===== config.mk =====
export PLATFORM = sky130hd
export DESIGN_NAME = wishbone_reg_slave
export DESIGN_NICKNAME = d
export VERILOG_FILES = /design/src/rtl/wishbone_reg_slave.sv
export SDC_FILE = /design/constraint.sdc
export NUM_CORES = 1
export LEC_CHECK = 0
export ABC_AREA = 1
export CAP_MARGIN = 25
export CORE_MARGIN = 2
export CORE_UTILIZATION = 55
export CTS_BUF_LIST = sky130_fd_sc_hd__clkbuf_4 sky130_fd_sc_hd__clkbuf_8
export CTS_CLUSTER_DIAMETER = 40
export DETAILED_ROUTE_END_ITERATION = 10
export HOLD_SLACK_MARGIN = 0.15
export PLACE_DENSITY = 0.79
export SYNTH_ARGS = -nofsm -noshare
export SYNTH_HDL_FRONTEND = slang
export SYNTH_SLANG_ARGS = --single-unit

===== constraint.sdc =====
create_clock -name wb_clk -period 6.73 [get_ports wb_clk]
set_clock_uncertainty 0.15 [all_clocks]
set_input_delay 1.346 -clock wb_clk [delete_from_list [all_inputs] [get_ports wb_clk]]
set_output_delay 1.346 -clock wb_clk [all_outputs]
set_load 0.1 [all_outputs]

===== src/rtl/wishbone_reg_slave.sv =====
// Wishbone pipelined-mode slave with NREGS 32-bit read/write registers.
// One request at a time, WAIT_STATES idle cycles, then a single-cycle ack or err.
module wishbone_reg_slave #(
  parameter int          NREGS       = 8,
  parameter int          WAIT_STATES = 1,
  parameter logic [31:0] BASE_ADDR   = 32'h0000_0000
) (
  input  logic        wb_clk,
  input  logic        wb_rst,
  input  logic        wb_cyc,
  input  logic        wb_stb,
  input  logic        wb_we,
  input  logic [3:0]  wb_sel,
  input  logic [31:0] wb_adr,
  input  logic [31:0] wb_dat_i,
  output logic [31:0] wb_dat_o,
  output logic        wb_ack,
  output logic        wb_err,
  output logic        wb_stall,
  output logic [31:0] ctrl_o
);

  localparam int         IW      = (NREGS > 1) ? $clog2(NREGS) : 1;
  localparam logic [3:0] WS_LOAD = (WAIT_STATES > 0) ? 4'(WAIT_STATES - 1) : 4'd0;

  typedef enum logic [1:0] {S_IDLE, S_WAIT, S_RESP} state_t;

  state_t      r_state;
  state_t      w_state_nxt;
  logic [3:0]  r_cnt;
  logic [3:0]  w_cnt_nxt;
  logic        w_to_resp;

  logic        r_we;
  logic [3:0]  r_sel;
  logic [31:0] r_adr;
  logic [31:0] r_dat;

  logic        r_ack;
  logic        r_err;
  logic        r_stall;
  logic [31:0] r_dat_o;
  logic [31:0] r_regs [NREGS];

  logic        w_accept;
  logic        w_cur_we;
  logic [3:0]  w_cur_sel;
  logic [31:0] w_cur_adr;
  logic [31:0] w_cur_dat;
  logic [31:0] w_offset;
  logic        w_bad;
  logic [IW-1:0] w_idx;

  assign w_accept = (r_state == S_IDLE) && wb_cyc && wb_stb;

  // With zero wait states the access completes on the accepting edge, so the
  // decode must look at the live bus in IDLE and at the latched copy otherwise.
  assign w_cur_we  = (r_state == S_IDLE) ? wb_we    : r_we;
  assign w_cur_sel = (r_state == S_IDLE) ? wb_sel   : r_sel;
  assign w_cur_adr = (r_state == S_IDLE) ? wb_adr   : r_adr;
  assign w_cur_dat = (r_state == S_IDLE) ? wb_dat_i : r_dat;

  // BASE_ADDR is word aligned, so offset[1:0] equals adr[1:0]; an address
  // below the base wraps to a huge index and fails the range test.
  assign w_offset = w_cur_adr - BASE_ADDR;
  assign w_bad    = (w_offset[1:0] != 2'b00) || (w_offset[31:2] >= 30'(NREGS));
  assign w_idx    = w_offset[IW+1:2];

  always_comb begin
    w_state_nxt = r_state;
    w_cnt_nxt   = r_cnt;
    w_to_resp   = 1'b0;
    case (r_state)
      S_IDLE: begin
        if (w_accept) begin
          if (WAIT_STATES > 0) begin
            w_state_nxt = S_WAIT;
            w_cnt_nxt   = WS_LOAD;
          end else begin
            w_state_nxt = S_RESP;
            w_to_resp   = 1'b1;
          end
        end
      end
      S_WAIT: begin
        if (!wb_cyc) begin
          w_state_nxt = S_IDLE;
        end else if (r_cnt == 4'd0) begin
          w_state_nxt = S_RESP;
          w_to_resp   = 1'b1;
        end else begin
          w_cnt_nxt = r_cnt - 4'd1;
        end
      end
      S_RESP:  w_state_nxt = S_IDLE;
      default: w_state_nxt = S_IDLE;
    endcase
  end

  always_ff @(posedge wb_clk or negedge wb_rst) begin
    if (!wb_rst) begin
      r_state <= S_IDLE;
      r_cnt   <= 4'd0;
      r_ack   <= 1'b0;
      r_err   <= 1'b0;
      r_stall <= 1'b0;
      r_dat_o <= '0;
    end else begin
      r_state <= w_state_nxt;
      r_cnt   <= w_cnt_nxt;
      r_ack   <= w_to_resp && !w_bad;
      r_err   <= w_to_resp && w_bad;
      r_stall <= (w_state_nxt != S_IDLE);
      r_dat_o <= (w_to_resp && !w_bad && !w_cur_we) ? r_regs[w_idx] : '0;
    end
  end

  always_ff @(posedge wb_clk) begin
    if (w_accept) begin
      r_we  <= wb_we;
      r_sel <= wb_sel;
      r_adr <= wb_adr;
      r_dat <= wb_dat_i;
    end
  end

  always_ff @(posedge wb_clk or negedge wb_rst) begin
    if (!wb_rst) begin
      for (int i = 0; i < NREGS; i++) r_regs[i] <= '0;
    end else if (w_to_resp && !w_bad && w_cur_we) begin
      for (int b = 0; b < 4; b++) begin
        if (w_cur_sel[b]) r_regs[w_idx][8*b +: 8] <= w_cur_dat[8*b +: 8];
      end
    end
  end

  assign wb_ack   = r_ack;
  assign wb_err   = r_err;
  assign wb_stall = r_stall;
  assign wb_dat_o = r_dat_o;
  assign ctrl_o   = r_regs[0];

endmodule

Word-level counts from Yosys, hierarchy flattened
Cells that the tools add are included.
W data, S select, Z words.

cells by class
  equality and inequality tests = 4
  divide/modulo/power cells = 0
  add/subtract/negate cells = 1
  $mul = 0
  bitwise operators = 1
  reduce and logical (&&, ||, !) cells = 16
  shift-type cells = 0
  $lt $le $gt $ge = 3
  multiplexer cells = 38

operators by type and width
  cell                   count
  $mux W256              7
  $bwmux W256            4
  $demux W32 S3          4
  $mux W32               6
  $bmux W32 S3           1
  $ge A30 B4 Y1 const B  1
  $mux W24               1
  $mux W16               1
  $mux W4                4
  $mux W8                1
  $pmux W4 S2            1
  $logic_and A1 B1 Y1    7
  $mux W2                3
  $ne A2 B2 Y1 const B   3
  $reduce_bool A2 Y1     3
  $ge A4 B4 Y1 const B   1
  $logic_not A4 Y1       1
  $lt A4 B1 Y1 const B   1
  $mux W1                4
  $not A3 Y4             1
  $pmux W2 S2            1
  $reduce_and A4 Y1      1
  $sub A4 B1 Y4 const B  1
  $eq A2 B1 Y1 const B   1
  3 further kinds        4

word-level totals
  register bits after elaboration = 366
  RAM bits = 0
  memory bits (read-only) = 0
  input bits = 73
  output and inout port bits = 67
  memories kept = 0
  latch bits = 0

Longest topological paths before layout
Gate-level depths: netlist of run 1.

  depth in word-level cells = 18
  depth in mapped cells = 13
  gate-level depth less buffers = 11

Worst setup path after synthesis of run 1
No wires, ideal clock.

  path kind = input to register
  from = input port wb_cyc
  to = register r_cnt[3]
  cell stages on the path = 6
  arrival = 6.995 ns
  path buffers = 0
  slack = -0.792 ns
  library setup time = 0.377 ns
  cell sequence = nand2_1 -> nor3_1 -> inv_1 -> nand2_1 -> and3_1 -> nor3_1

on the way
  cells in the longest elaborated chain, start to end = 4
  elaborated cells on any way between the ends = 5
  those cells by class = 2 x eq/ne; 3 x reduce/logical

RTL lines
  what                                RTL line  text
  start: declaration                  10        input logic wb_cyc,
  $logic_and A1 B1 Y1 (2 in a row)    54        assign w_accept = (r_state == S_IDLE) && wb_cyc && wb_stb;
  named net w_accept                  45        logic w_accept;
  $ne A2 B2 Y1 (no source line)       --
  $reduce_and A4 Y1 (no source line)  --
  end signal: assignment              110       r_cnt <= w_cnt_nxt;
  end: declaration                    30        logic [3:0] r_cnt;

The timed path passes the listed nets, and every way through them passes these cells.
A chain may end at the register's enable or synchronous reset.

Worst setup path in the final report of run 1
  from = input port wb_adr[3]
  to = register r_regs[166] in the netlist's numbering

on the way
  cells in the longest elaborated chain, start to end = 17
  elaborated cells on any way between the ends = 26
  those cells by class = 3 x order compare; 17 x mux; 1 x bitwise; 5 x reduce/logical

RTL lines
  what                                                                RTL line  text
  start: declaration                                                  14        input logic [31:0] wb_adr,
  $mux W32 *                                                          60        assign w_cur_adr = (r_state == S_IDLE) ? wb_adr : r_adr;
  $not A3 Y4 (not written as such)                                    132       if (w_cur_sel[b]) r_regs[w_idx][8*b +: 8] <= w_cur_dat[8*b +: 8];
  $ge A4 B4 Y1 (not written as such) or $lt A4 B1 Y1 (tied branches)  132
  $logic_and A1 B1 Y1 (not written as such)                           132
  $mux W8 (not written as such)                                       132
  $demux W32 S3                                                       132
  $bwmux W256                                                         132
  $mux W256                                                           132
  $mux W256                                                           130       end else if (w_to_resp && !w_bad && w_cur_we) begin
  $bwmux W256                                                         132
  $mux W256                                                           132
  $mux W256                                                           130
  $bwmux W256                                                         132
  $mux W256                                                           132
  $mux W256                                                           130
  $bwmux W256                                                         132
  $mux W256                                                           132
  end signal: indexed assignment                                      132
  end: declaration                                                    43        logic [31:0] r_regs [NREGS];

Every way passes the cells marked *; elsewhere a longest branch is shown, timed or not. The select of a mux whose other input is x is not followed.

==> results of run 1 <==
==> stage by stage <==
step | hold WS, ps | area [um^2] | util [%] | worst slack [ps]
5_1_grt | 341 | 20000 | 64.0 | 2230
4_1_cts | 325 | 19900 | 63.7 | 2470
2_1_floorplan | 292 | 17400 | - | 1490
6_report | 323 | 20000 | 64.0 | 2340
3_5_place_dp | 309 | 18600 | 59.3 | 1840
3_3_place_gp | 305 | 18600 | 59.3 | 1910
==> worst min path at each step <==
stage                 from           to  slack (ps)  cells after the start
5_1_grt         r_regs[20]   r_regs[20]         340                      2
3_5_place_dp   r_regs[216]  r_regs[216]         310                      2
3_3_place_gp    r_regs[59]   r_regs[59]         300                      2
4_1_cts        r_regs[216]  r_regs[216]         320                      2
6_report       r_regs[159]  r_regs[159]         320                      2
2_1_floorplan   r_regs[30]   r_regs[30]         290                      2
==> final cells by class <==
| type | count | area [um^2] | share of cell area [%] |
|---|---|---|---|
| timing repair buffer | 161 | 1660 | 8.28 |
| tap | 402 | 503 | 2.51 |
| sequential | 366 | 9500 | 47.4 |
| clock buffer | 96 | 1160 | 5.81 |
| multi-input combinational | 1382 | 6890 | 34.4 |
| clock inverter | 15 | 214 | 1.07 |
| inverter | 29 | 113 | 0.562 |
==> metal layers <==
metal | wire length, um | up-vias | GRT usage (%)
met4 | 1470 | 0 | 10.0
li1 | - | 6779 | -
met5 | 0 | - | 0
met1 | 20600 | 7257 | 42.2
met2 | 22100 | 923 | 44.9
met3 | 4940 | 133 | 6.92
==> cell usage in the layout, fill, tap and decap left out, drive strengths merged <==
cell,instances
nand2,668
dfrtp,297
nand4,219
nor2,190
clkdlybuf4s50,138
o22ai,97
clkbuf,96
nand3,74
nor3,73
edfxtp,69
inv,29
o21ai,28
buf,23
a21oi,16
clkinv,9
mux2i,9
bufinv,5
and2,4
ha,2
or2,1
and3,1
clkinvlp,1
==> where the power goes <==
part | internal, mW | switching [mW] | total [mW]
logic | 0.376 | 1.28 | 1.65
registers | 2.32 | 0.0211 | 2.34
clock network | 1.29 | 0.925 | 2.22
total | 3.99 | 2.22 | 6.21
==> logic make-up (layout without fill, tap and decap cells) <==
logic type,count (synthesis),count (layout)
buffers and inverters,180,301
AOI/OAI and AO/OA,141,141
DFF,366,366
and+or+nand+nor,1230,1230
muxes,9,9
adders and majority gates,2,2
==> worst register-to-register path, delay by kind of cell, from the launching register on <==
family	cells	cell delay, ps
flops	1	450
compound gates	1	950
simple gates	5	1800
buf+inv	2	830
==> flip-flops by register name (all words and copies together) (netlist names) <==
signal    count
ctrl_o       32
r_adr        32
r_cnt         4
r_dat        32
r_regs      224
r_sel         4
r_state       2
r_we          1
wb_ack        1
wb_dat_o     32
wb_err        1
wb_stall      1
==> impl_metrics.ini, run 1 <==
[cts]
numCtsBuffers = 60
clock_latency_ps = 640
cts.sink_count = 366
cts_buffer_depth = 3
cts_resized = 0
clk_pin_slew_ps = 60
cts.htree.levels = 2
hold_buffers = 0
cts_tree = built
cts_setup_buffers = 0
cts_root_buf = clkbuf_8

[job]
cap_violations = 0

[setup_path]
reg2reg_depth = 8
critPathMaxStageDelay_ps = 720
critPathLaunchType = input port
crit_start = wb_adr[3]
rr_startpoint = r_state[0]
cpMostUsedCell = nand2_1
cpMaxStageDelayCell = o21ai_2
worstPathCellList = clkdlybuf4s50_1 -> inv_1 -> o21ai_2 -> nand3_4 -> inv_2 -> nand4_2 -> nand2_1 -> nand2_1
r2r_end = r_regs[166]
rrSetupSlack_ps = 2450
cp.required_ps = 7100
cp_num_cells = 8
path_class = in2reg
crit_buf_inv = 3
critPathMaxFanout = 36
critical_path_arrival_ps = 4760
crit_family = buffers and inverters
critPathCapture = r_regs[166]
end_kind = flip-flop

[floorplan]
core_mm2 = 0.0313
rows = 65
pin_count = 140
die_w_um = 182
die_h_um = 182
dieArea_mm2 = 0.0330
start_util_pct = 55.5

[synth]
yosysTopAreaCellShare_pct = 42.8
synth_edf_count = 69
synth_flop_cell = dfrtp_1
yosys-mux-area-fraction_pct = 0.591
synthAdderAreaFrac_pct = 0.144
netlist_area_mm2 = 0.0174
synth-xor-area-share_pct = 0
ys_async_sr_fraction_pct = 81.1
ys_types = 36
synthTopCellsByCount = nand2_1, dfrtp_1, nand4_1
yosys.area_share.simple_pct = 33.8
ys_ff_latch = 366
yosysWarnings = 0
syn_area_per_cell_um2 = 9.01
syn_inst = 1928
syn_nets = 2003
seq_area_frac_synth_pct = 54.7
synth_most_common_cell = nand2_1
netlist_top_cells_area = dfrtp_1, nand2_1, edfxtp_1, nand4_1, nor2_1
synth_compound_area_share_pct = 4.91
synth_top_family_by_area = simple AND/OR/NAND/NOR gates
yosysTopAreaCell = dfrtp_1

[sta]
tns_ps = 0
post-route-period-util_pct = 65.2
rsz0062_at_grt = no
fmax_ghz = 0.228
hold_violations = 0
slew_violations = 0
fin_crit_ps = 4390
relSlewSlack_pct = 29.5
setup_violations = 0
worstMarginPinSlew_ps = 1030

[global_route]
grt_pass1_wl_um = 78300
grt_antenna_before_repair = 0
grt_usage_pct = 29.6
grt_overflow = 0
grt_pass1_vias = 14500
grt_max_degree = 172

[power_and_ir_drop]
power.total_mw = 6.21
max-vdd-ir-drop_mv = 0.169
p_leak_nw = 9.75
powerDensity_mw_per_mm2 = 310

[route]
ant_nets = 0
vias_per_cell = 6.16
wl_per_cell_um = 20.0
wl_um = 49000
vias = 15100
firstDrtPassIters = 6
drcViolationCount = 0
drt_iter0_markers = 2046

[finish]
fin_nets = 2075
drive_gt1_share_pct = 10.1
num_antenna_cells = 0
finalNonFillerCells = 2451
syn2layout_area_growth_pct = 15.4
fill_cells = 2518

[placement]
portBuffers = 139
dp.cells = 2336
gp_congestion = 0.858
dp_hpwl_um = 29500

[status]
status = complete, no violations

[hold_path]
hold_path.class = reg2reg
Note: power is estimated with default switching activity, not from simulation.
==> run 2: changes to the inputs <==
Clock period 6.73 ns to 3.7 ns, I/O delays scaled along.
==> run 2 against run 1 <==
Effect of this change:
- power up 84%
- flip-flop and latch count stayed put
- critical endpoint is now wb_dat_o[31]
- clock power is 78% higher
- critical path type is now reg2out
- highest routed layer unchanged
==> impl_metrics.ini, run 2 (same netlist as run 1, synthesis figures left out) <==
[sta]
setup_violations = 0
fin_crit_ps = 3030
relSlewSlack_pct = 32.6
hold_violations = 0
slew_violations = 0
hold_slack_ps = 323
tns_ps = 0
rsz0062_at_grt = no
post-route-period-util_pct = 82.0
worstMarginPinSlew_ps = 983
fmax_ghz = 0.329

[cts]
cts_resized = 0
cts_tree = built
cts_buffer_depth = 3
numCtsBuffers = 66
cts.htree.levels = 3
cts.sink_count = 366
clk_pin_slew_ps = 60
cts_root_buf = clkbuf_8
clock_latency_ps = 590

[power_and_ir_drop]
p_sw_mw = 4.14
powerDensity_mw_per_mm2 = 561
power.share.switching_pct = 36.3
p_leak_nw = 10.0
p_clk_share_pct = 34.6
p_int_mw = 7.27
p_comb_share_pct = 28.0
max-vdd-ir-drop_mv = 0.306
power_frac_seq_pct = 37.4

[setup_path]
crit_start = wb_dat_o[31]
critPathLaunchType = flip-flop
r2r_end = r_regs[92]
worstPathCellList = clkdlybuf4s50_1
crit_family = buffers and inverters
critPathMaxFanout = 1
critPathCapture = wb_dat_o[31]
path_class = reg2out
cpMaxStageDelayCell = clkdlybuf4s50_1
rrSetupSlack_ps = 700
cp_num_cells = 1
crit_buf_inv = 1
rr_startpoint = r_state[0]
cp.required_ps = 2810
reg2reg_depth = 10
critical_path_arrival_ps = 2140
critPathMaxStageDelay_ps = 1150
end_kind = output pin

[global_route]
grtUsageMet1_pct = 42.7
grt_max_degree = 152
grt_overflow = 0
grt_pass1_wl_um = 80800
global_route.usage.met3_pct = 6.80
grt_use_met2_pct = 46.6
grt_usage_pct = 30.7
busiest_layer = met2
grt_pass1_vias = 15200
grt_antenna_before_repair = 0

[route]
wl_per_cell_um = 20.1
wl_um = 50300
vias = 15400
drt_iter0_markers = 1976
firstDrtPassIters = 6
ant_nets = 0
drcViolationCount = 0
vias_per_cell = 6.15

[floorplan]
die_w_um = 182
start_util_pct = 55.5
die_h_um = 182
rows = 65
pin_count = 140
dieArea_mm2 = 0.0330
core_mm2 = 0.0313

[placement]
dp_hpwl_um = 32100
portBuffers = 139
gp_congestion = 0.915

[job]
cap_violations = 0

[finish]
layout_common_cells = nand2_1, dfrtp_1, nand4_1
fill_cells = 2513
final_common_cell = nand2_1
largest_reg_flops = 224
fin_nets = 2128
largest_register = r_regs
syn2layout_area_growth_pct = 17.1
num_antenna_cells = 0
drive_gt1_share_pct = 13.6

[hold_path]
hold_start = r_regs[216]
hold_path.class = reg2reg

[status]
status = complete, no violations
run 2: cell types whose count changed in the layout (fill, tap and decap cells not counted), moves of 2 or more:
cell / delta
clkbuf_4: -6
buf_16: -2
clkinv_1: +4
bufinv_16: -3
clkinv_2: +2
clkdlybuf4s50_1: -32
clkbuf_8: +6
buf_12: +6
buf_4: +75
run 2: through the flow:
step                      instance area, um^2  utilization [%]  worst slack (ps)  instances  power [mW]
after floorplan                         17400                -               264       1928        6.34
after global placement                  19000             60.5               318       2386        7.38
after detailed placement                19000             60.5               301       2386        7.43
after CTS                               20300             64.9               655       2503        11.4
after global routing                    20300             64.9               543       2503        11.9
final                                   20300             64.9               665       2503        11.4
run 2: timing repair:
item                                    CTS  global route
hold buffers                              1             0
endpoints found under the setup margin    0             0
buffers inserted                          0             0
endpoints found under the hold margin    77             0
run 2: power groups by stage:
| stage | Clock (mW) | Sequential [mW] | Combinational (mW) |
|---|---|---|---|
| 2_1_floorplan | 0 | 4.37 | 1.97 |
| 3_3_place_gp | 0 | 4.33 | 3.05 |
| 3_5_place_dp | 0 | 4.34 | 3.09 |
| 4_1_cts | 3.98 | 4.26 | 3.11 |
| 5_1_grt | 4.18 | 4.27 | 3.41 |
| 6_report | 3.95 | 4.26 | 3.19 |
run 2: area by class of cell:
type | count | area, um^2 | area share, %
clock buffer | 96 | 1200 | 5.91
clock inverter | 20 | 166 | 0.818
inverter | 29 | 113 | 0.554
multi-input combinational | 1382 | 6890 | 33.9
sequential | 366 | 9500 | 46.7
tap | 402 | 503 | 2.47
timing repair buffer | 208 | 1960 | 9.65
run 2: worst min-delay path by stage:
| stage | endpoint | slack [ps] | cells past startpoint |
|---|---|---|---|
| after floorplan | ctrl_o[0] | 290 | 0 |
| after global placement | r_regs[88] | 300 | 2 |
| after detailed placement | r_regs[122] | 310 | 2 |
| after CTS | r_regs[122] | 320 | 2 |
| after global routing | r_regs[93] | 340 | 2 |
| final | r_regs[216] | 320 | 2 |
run 2: worst min-delay path: stages (launching register included):
cell     delay, ps
dfrtp_1        340
nand2_1         60
nand2_1         50
run 2: metal layers:
layer	vias to the layer above	share of wire [%]	wire length (um)
li1	6898	-	-
met1	7351	41	20500
met2	1006	45	22800
met3	141	11	5380
met4	0	3.2	1610
met5	-	0	0
==> run 3: changes to the inputs <==
Clock period 3.7 ns to 2.6 ns, I/O delays scaled along.
==> run 3 against run 2 <==
Effect of this change:
- via count increased by 1.0%
- register-to-register slack worse by 490 ps
- largest cell class unchanged
- first-iteration DRC count up 4.9%
- highest routed layer unchanged
- sequential power rose by 42%
- largest power group unchanged
- hold slack got worse by 120 ps
- sequential share of layout area down 1.4 points
- power grew 43%
- non-clock buffer count rose by 70
- die area is the same
- critical path type is now reg2reg
- cell area increased by 3.0%
- worst setup slack got worse by 460 ps
==> impl_metrics.ini, run 3 (same netlist as run 1, synthesis figures left out) <==
[status]
status = complete, no violations

[placement]
place_ws_ps = -126
dp_hpwl_um = 33700
dp.cells = 2455
portBuffers = 139
placedInstanceArea_mm2 = 0.0196
gp_congestion = 0.912

[global_route]
grt_pass1_wl_um = 81900
grt_usage_pct = 31.1
global_route.usage.met3_pct = 5.84
grt_pass1_vias = 15200
busiest_layer = met2
grt_use_met2_pct = 47.1
grtUsageMet1_pct = 44.5
grt_max_degree = 74
grt_overflow = 0
grt_antenna_before_repair = 0

[route]
wl_um = 50800
vias_per_cell = 6.05
firstDrtPassIters = 6
ant_nets = 0
wl_per_cell_um = 19.8
drcViolationCount = 0
drt_iter0_markers = 2073
vias = 15600

[finish]
layout_common_cells = nand2_1, dfrtp_1, nand4_1
design_area_mm2 = 0.0209
finalNonFillerCells = 2572
largest_reg_flops = 224
final_common_cell = nand2_1
fin_nets = 2193
drive_gt1_share_pct = 18.2
utilization_pct = 66.9
syn2layout_area_growth_pct = 20.6
largest_register = r_regs

[floorplan]
die_w_um = 182
die_h_um = 182
start_util_pct = 55.5
rows = 65
dieArea_mm2 = 0.0330
core_mm2 = 0.0313
pin_count = 140

[setup_path]
crit_buf_inv = 3
crit_family = simple AND/OR/NAND/NOR gates
worstPathCellList = inv_1 -> nand2_4 -> or2_2 -> o21ai_1 -> inv_2 -> buf_12 -> nand4_2 -> nand2_1 -> nand2_1
cp.required_ps = 2990
critPathMaxStageDelay_ps = 420
cpMostUsedCell = nand2_1
critPathMaxFanout = 24
end_kind = flip-flop
path_class = reg2reg
critPathLaunchType = flip-flop
cpMaxStageDelayCell = dfrtp_1
critical_path_arrival_ps = 2780

[sta]
hold_slack_ps = 201
fmax_ghz = 0.418
setup_violations = 0
fin_crit_ps = 2390
relSlewSlack_pct = 61.5
post-route-period-util_pct = 92.0
rsz0062_at_grt = no
tns_ps = 0
slew_violations = 0
worstMarginPinSlew_ps = 574
hold_violations = 0
fin_ws_ps = 208

[cts]
numCtsBuffers = 61
cts_root_buf = clkbuf_8
clock_latency_ps = 620
cts_tree = built
cts.htree.levels = 2
cts_buffer_depth = 3
cts.sink_count = 366
clk_pin_slew_ps = 70

[power_and_ir_drop]
max-vdd-ir-drop_mv = 0.585
p_leak_nw = 10.5
power.total_mw = 16.3
powerDensity_mw_per_mm2 = 779

[job]
cap_violations = 0

[hold_path]
hold_path.class = in2async
[run 3: timing repair]
action                     in CTS  in global routing
hold buffers                    1                  0
resized for setup               0                  3
setup buffers                   0                  1
setup endpoints to repair       0                238
hold endpoints to repair      297                  0
[run 3: worst paths after layout]
kind                            start            to  slack [ps]  depth (start not counted)
setup reg to reg           r_state[1]   r_regs[169]         210                          9
min in group wb_clk        r_regs[91]    r_regs[91]         320                          2
setup / recovery           r_state[1]   r_regs[169]         210                          9
max in group asynchronous      wb_rst  wb_dat_o[18]        1440                          3
hold reg to reg            r_regs[91]    r_regs[91]         320                          2
hold / removal                 wb_rst     r_regs[6]         200                          2
[run 3: worst reg2reg max path, delay by kind of cell (launching register included)]
family                 cells  cell delay [ps]
AND/OR/NAND/NOR            5              980
buffers and inverters      3              480
flip-flops                 1              420
AO/OA/AOI/OAI              1              320
[run 3: power by group]
part	internal (mW)	leakage [nW]	switching (mW)	total (mW)
registers	6.01	4.78	0.0566	6.06
logic	1.42	5.03	3.43	4.84
clock network	3.07	0.704	2.34	5.42
total	10.5	10.5	5.83	16.3
[run 3: per-layer routing]
metal	wire length [um]	vias up
met5	0	-
met4	1810	0
met3	5200	165
met2	23000	986
met1	20800	7392
li1	-	7012
[run 3: cell type report]
type / instances / area, um^2
well taps: 402 / 503
inverters: 29 / 125
multi-input cells: 1382 / 6900
clock buffers: 104 / 1270
flip-flops and latches: 366 / 9510
clock inverters: 10 / 55.1
diodes: 1 / 2.50
fillers: 2472 / 10400
repair buffers: 278 / 2570
